`src/rtl/div_ctrl_pkg.sv`:
```
// Shared encodings for the EX-stage divide controller and the divider handshake.
package div_ctrl_pkg;

  localparam int REG_W        = 32;
  localparam int DOUBLE_REG_W = 2 * REG_W;

  localparam logic [1:0] DIV_CTRL_IDLE = 2'b00;
  localparam logic [1:0] DIV_CTRL_BUSY = 2'b01;
  localparam logic [1:0] DIV_CTRL_HOLD = 2'b10;

  localparam logic DIV_START            = 1'b1;
  localparam logic DIV_STOP             = 1'b0;
  localparam logic DIV_RESULT_READY     = 1'b1;
  localparam logic DIV_RESULT_NOT_READY = 1'b0;

endpackage

```
`src/rtl/div_ctrl.sv`:
```
// Initiator side of the multi-cycle divider handshake: latches DIV/DIVU operands,
// stalls EX until the divider is ready, then presents {HI, LO} for one write.
module div_ctrl
  import div_ctrl_pkg::*;
#(
  parameter int DATA_W = 32
) (
  input  logic                  clk,
  input  logic                  rst,
  input  logic                  div_req_i,
  input  logic                  div_signed_i,
  input  logic [DATA_W-1:0]     reg1_i,
  input  logic [DATA_W-1:0]     reg2_i,
  input  logic                  flush_i,
  input  logic                  stall_others_i,
  output logic                  div_start_o,
  output logic                  div_signed_o,
  output logic [DATA_W-1:0]     div_opdata1_o,
  output logic [DATA_W-1:0]     div_opdata2_o,
  output logic                  div_annul_o,
  input  logic [2*DATA_W-1:0]   div_result_i,
  input  logic                  div_ready_i,
  output logic                  stallreq_o,
  output logic                  whilo_o,
  output logic [DATA_W-1:0]     hi_o,
  output logic [DATA_W-1:0]     lo_o
);

  logic [1:0]          state;
  logic                signed_q;
  logic [DATA_W-1:0]   op1_q;
  logic [DATA_W-1:0]   op2_q;
  logic [2*DATA_W-1:0] result_q;

  logic in_idle;
  logic in_busy;
  logic in_hold;
  logic accept;
  logic div_by_zero;

  assign in_idle     = (state == DIV_CTRL_IDLE);
  assign in_busy     = (state == DIV_CTRL_BUSY);
  assign in_hold     = (state == DIV_CTRL_HOLD);
  assign accept      = in_idle && div_req_i && !flush_i;
  assign div_by_zero = (reg2_i == '0);

  // Operand and result registers are cleared whenever their state is left, so the
  // outputs read them directly and are zero outside BUSY / HOLD without a mux.
  always_ff @(posedge clk or negedge rst) begin
    if (!rst) begin
      state    <= DIV_CTRL_IDLE;
      signed_q <= 1'b0;
      op1_q    <= '0;
      op2_q    <= '0;
      result_q <= '0;
    end else begin
      case (state)
        DIV_CTRL_IDLE: begin
          if (accept) begin
            if (div_by_zero) begin
              result_q <= '0;
              state    <= DIV_CTRL_HOLD;
            end else begin
              signed_q <= div_signed_i;
              op1_q    <= reg1_i;
              op2_q    <= reg2_i;
              state    <= DIV_CTRL_BUSY;
            end
          end
        end
        DIV_CTRL_BUSY: begin
          // Flush beats a simultaneous ready: the result is dropped.
          if (flush_i) begin
            signed_q <= 1'b0;
            op1_q    <= '0;
            op2_q    <= '0;
            state    <= DIV_CTRL_IDLE;
          end else if (div_ready_i == DIV_RESULT_READY) begin
            result_q <= div_result_i;
            signed_q <= 1'b0;
            op1_q    <= '0;
            op2_q    <= '0;
            state    <= DIV_CTRL_HOLD;
          end
        end
        DIV_CTRL_HOLD: begin
          if (flush_i || !stall_others_i) begin
            result_q <= '0;
            state    <= DIV_CTRL_IDLE;
          end
        end
        default: state <= DIV_CTRL_IDLE;
      endcase
    end
  end

  // Control decodes are gated by reset so every output reads zero while it is held.
  assign stallreq_o    = rst && !flush_i && (accept || in_busy);
  assign div_start_o   = (rst && in_busy) ? DIV_START : DIV_STOP;
  assign div_annul_o   = rst && in_busy && flush_i;
  assign whilo_o       = rst && in_hold && !flush_i;
  assign div_signed_o  = signed_q;
  assign div_opdata1_o = op1_q;
  assign div_opdata2_o = op2_q;
  assign hi_o          = result_q[2*DATA_W-1:DATA_W];
  assign lo_o          = result_q[DATA_W-1:0];

endmodule

```
`config.mk`:
```
export PLATFORM = sky130hd
export DESIGN_NAME = div_ctrl
export DESIGN_NICKNAME = d
export VERILOG_FILES = /design/src/rtl/div_ctrl_pkg.sv /design/src/rtl/div_ctrl.sv
export SDC_FILE = /design/constraint.sdc
export NUM_CORES = 1
export LEC_CHECK = 0
export CAP_MARGIN = 20
export CORE_MARGIN = 2
export CORE_UTILIZATION = 39
export DETAILED_ROUTE_END_ITERATION = 10
export HOLD_SLACK_MARGIN = 0.15
export PLACE_DENSITY = 0.78
export SETUP_SLACK_MARGIN = 0.02
export SYNTH_ARGS = -nofsm -noshare
export SYNTH_HDL_FRONTEND = slang
export SYNTH_SLANG_ARGS = --single-unit
```
`constraint.sdc`:
```
create_clock -name clk -period 1.7 [get_ports clk]
set_clock_uncertainty 0.1 [all_clocks]
set_input_delay 0.255 -clock clk [delete_from_list [all_inputs] [get_ports clk]]
set_output_delay 0.255 -clock clk [all_outputs]
set_load 0.1 [all_outputs]
```
==> qor.tcl <==
set qor(cts_htree_levels) 4
set qor(kind_of_capture_point_of_the_worst_setup_path) {register}
set qor(routed_wire_length_per_instance_um) 23.6
set qor(layout_overhead_on_the_synthesized_area_pct) 97.2
set qor(tritoncts_num_sinks) 131
set qor(synth_top_area_share_pct) 53.0
set qor(timing.fmax_mhz) 508
set qor(die_x_extent_um) 130
set qor(io_buffer_count) 267
set qor(grt_use_met2_pct) 47.6
set qor(slowest_stage) {sky130_fd_sc_hd__dfrtp_2}
set qor(final_util_pct) 77.7
set qor(grt.total_usage_pct) 29.5
set qor(final-max-slew-violation-count) 0
set qor(ys_warns) 0
set qor(grt-busiest-layer) {met2}
set qor(worstPathArrival_ns) 2.17
set qor(area_of_the_mapped_netlist_sq_um) 6190
set qor(number_of_antenna_violations_at_the_first_check_in_global_routing) 3
set qor(root_buffer_cell) {sky130_fd_sc_hd__clkbuf_16}
set qor(worst_slack_on_hold_paths_ns) -0.0222
set qor(hold_path_class) {in2async}
set qor(detail_route.wirelength_um) 26600
set qor(cts_tree) {built}
set qor(maximum_resistive_drop_on_vdd_uv) 769
set qor(drt-pass1-iter-count) 5
set qor(clk_pin_slew_ns) 0.06
set qor(synth_enable_flop_cells) 0
set qor(fp.dieH_um) 130
set qor(crit-reg2reg-launch) {state[1]}
set qor(design_power_total_mw) 15.4
set qor(fin_crit_sh_pct) 116
set qor(avgSynthCellArea_sq_um) 10.4
set qor(cap_viol_max_count) 0
set qor(number_of_distinct_library_cell_variants_in_the_gate_level_netlist_after_synthesis) 26
set qor(rsz0062_at_grt) {yes}
set qor(grt_max_degree) 68
set qor(gp_congestion) 0.805
set qor(placementRows) 46
set qor(crit_path_cell_trace) {and2b_1 -> buf_4 -> nand3b_1 -> buf_6 -> buf_12 -> and3_4 -> a221o_1}
set qor(result_of_the_run) {finished, violations left}
set qor(ios) 268
set qor(async_sr_flop_fraction_pct) 100
set qor(crit_type) {reg2reg}
set qor(postLayoutCellArea_sq_um) 12200
set qor(postRouteAntennaNets) 0
set qor(report.final.setup_viol) 68
set qor(postSynthRegisterBits) 131
set qor(synthTopCellsByCount) {sky130_fd_sc_hd__dfrtp_1, sky130_fd_sc_hd__nand4_1, sky130_fd_sc_hd__and3_1, sky130_fd_sc_hd__nand2_1, sky130_fd_sc_hd__a221o_1}
set qor(p_per_area_nw_per_um2) 1260
set qor(critPathLaunch) {state[1]}
set qor(worst_slew_pin_slew_ns) 0.906
set qor(violated_checks) {negative hold slack, negative setup slack}
set qor(min_clock_period_post_route_ns) 1.97
set qor(syn-num-nets) 729
set qor(clk-insertion-delay-late_ns) 0.43
set qor(critPathMaxFanout) 7
set qor(placed_area_sq_um) 10900
set qor(timing.critical_path.from_type) {register}
set qor(num-nets-final) 1030
set qor(groute.layer.met1.usage_pct) 36.1
set qor(ctsLongestPathBuffers) 2
set qor(final.setup.tns_ns) -13.71
set qor(synth_top_flop_cell) {sky130_fd_sc_hd__dfrtp_1}
set qor(critical-path-max-stage-delay_ns) 0.43
set qor(syn-instance-count) 594
set qor(total_die_area_sq_um) 16900
set qor(via_per_inst) 6.13
set qor(vias_in_the_first_global_route) 6629
set qor(overflow_after_grt) 0
set qor(hold_viol) 39
set qor(synth_area_leader_cell) {sky130_fd_sc_hd__dfrtp_1}
set qor(route.vias.total) 6912
set qor(place_hpwl_um) 15900
set qor(drive_above_1_share_pct) 33.9
set qor(synthTopCellsByArea) {sky130_fd_sc_hd__dfrtp_1, sky130_fd_sc_hd__a221o_1, sky130_fd_sc_hd__nand4_1, sky130_fd_sc_hd__and3_1, sky130_fd_sc_hd__o211ai_1}
set qor(initial_utilization_pct) 39.4
set qor(use_met3_pct) 10.7
set qor(required_ns) 1.90
set qor(relSlewSlack_pct) 39.6
set qor(post_layout_nonfiller_instances) 1127
set qor(post-synth-top-count-cell) {sky130_fd_sc_hd__dfrtp_1}
set qor(grt_first_pass_wirelength_um) 37900
set qor(initialDrtViolationCount) 645
set qor(leak_pwr_nw) 5.23
set qor(floorplan.core_area_sq_um) 15700
set qor(place_inst) 1061
set qor(final_critical_path_setup_slack_ns) -0.270
set qor(cts_buffers) 17
set qor(dr_drc_count) 0
set qor(synth_sequential_area_ratio_pct) 53.0
-- per-layer routing --
metal | share of wire (%) | up-vias | wire length [um]
li1 | - | 2953 | -
met1 | 38 | 3459 | 10000
met2 | 49 | 438 | 13000
met3 | 11 | 62 | 2820
met4 | 3.0 | 0 | 811
met5 | 0 | - | 0
-- area by class of cell --
| class | instances | area (sq um) |
|---|---|---|
| well taps | 216 | 270 |
| clock inverters | 12 | 120 |
| flip-flops and latches | 131 | 3280 |
| inverters | 3 | 11.3 |
| diodes | 3 | 7.51 |
| fillers | 906 | 3510 |
| multi-input cells | 391 | 2980 |
| clock buffers | 20 | 457 |
| repair buffers | 351 | 5070 |
-- metrics by stage --
| stage | hold slack (ns) | setup slack (ns) |
|---|---|---|
| floorplan | -0.141 | -0.212 |
| global placement | 0.0222 | -0.677 |
| detailed placement | 0.0256 | -0.701 |
| CTS | 0.0152 | -0.219 |
| global route | 0.0558 | -0.302 |
| finish | -0.0222 | -0.270 |
-- path summary, 6_finish.rpt --
check | slack, ns | depth (start not counted) | to
setup / recovery | -0.27 | 7 | result_q[43]
hold / removal | -0.02 | 2 | result_q[1]
setup reg to reg | -0.27 | 7 | result_q[43]
hold reg to reg | 0.46 | 2 | div_opdata1_o[22]
max in group asynchronous | 0.34 | 3 | div_opdata2_o[12]
min in group clk | 0.17 | 3 | div_opdata2_o[11]
-- power breakdown --
| part | leakage, nW | internal [mW] | switching [mW] | total (mW) |
|---|---|---|---|---|
| clock | 0.278 | 2.12 | 1.55 | 3.66 |
| combinational | 3.47 | 2.90 | 4.60 | 7.50 |
| sequential | 1.48 | 3.58 | 0.689 | 4.27 |
-- critical path: cells and delay by family, from the launching register on --
kind / cells / cell delay (ns)
buffers and inverters: 3 / 0.47
DFF: 1 / 0.43
and+or+nand+nor: 3 / 0.54
AOI/OAI and AO/OA: 1 / 0.30
-- registers in the layout (all words and copies together) (netlist names) --
name           cells
result_q          64
div_opdata1_o     32
div_opdata2_o     32
state              2
div_signed_o       1
-- repair_timing --
action,in CTS,in global routing
resized for setup,74,24
setup endpoints to repair,134,166
buffers inserted,15,3
hold buffers,1,2
cloned,7,5
hold endpoints to repair,64,87
pin swaps,14,5
-- cell families after synthesis --
| logic type | count (synthesis) | share of synthesized area [%] |
|---|---|---|
| flops | 131 | 53.0 |
| simple gates | 255 | 22.6 |
| buf+inv | 72 | 5.50 |
| compound gates | 136 | 18.9 |
-- cells in the final DEF, fill, tap and decap left out, types with 2 or more instances in the layout --
cell | Yosys | final
sky130_fd_sc_hd__a221o_1 | 64 | 64
sky130_fd_sc_hd__a22oi_1 | 32 | 32
sky130_fd_sc_hd__and3_1 | 66 | 27
sky130_fd_sc_hd__and3_4 | 0 | 39
sky130_fd_sc_hd__and4_4 | 0 | 2
sky130_fd_sc_hd__buf_12 | 0 | 145
sky130_fd_sc_hd__buf_16 | 0 | 7
sky130_fd_sc_hd__buf_4 | 0 | 44
sky130_fd_sc_hd__buf_6 | 7 | 11
sky130_fd_sc_hd__buf_8 | 0 | 2
sky130_fd_sc_hd__clkbuf_16 | 0 | 22
sky130_fd_sc_hd__clkbuf_8 | 0 | 2
sky130_fd_sc_hd__clkdlybuf4s50_1 | 0 | 105
sky130_fd_sc_hd__clkinv_4 | 0 | 3
sky130_fd_sc_hd__clkinvlp_4 | 0 | 2
sky130_fd_sc_hd__dfrtp_1 | 131 | 129
sky130_fd_sc_hd__dfrtp_2 | 0 | 2
sky130_fd_sc_hd__diode_2 | 0 | 3
sky130_fd_sc_hd__dlygate4sd2_1 | 0 | 26
sky130_fd_sc_hd__dlygate4sd3_1 | 0 | 2
sky130_fd_sc_hd__dlymetal6s2s_1 | 0 | 3
sky130_fd_sc_hd__inv_1 | 3 | 2
sky130_fd_sc_hd__inv_6 | 0 | 5
sky130_fd_sc_hd__nand2_1 | 65 | 65
sky130_fd_sc_hd__nand3_1 | 34 | 34
sky130_fd_sc_hd__nand3b_1 | 2 | 2
sky130_fd_sc_hd__nand4_1 | 67 | 67
sky130_fd_sc_hd__nor2_4 | 0 | 3
sky130_fd_sc_hd__nor4_4 | 0 | 8
sky130_fd_sc_hd__nor4b_4 | 0 | 2
sky130_fd_sc_hd__o211ai_1 | 34 | 34
sky130_fd_sc_hd__o21ai_0 | 3 | 3
No activity file was read; power rests on OpenSTA's default activity.
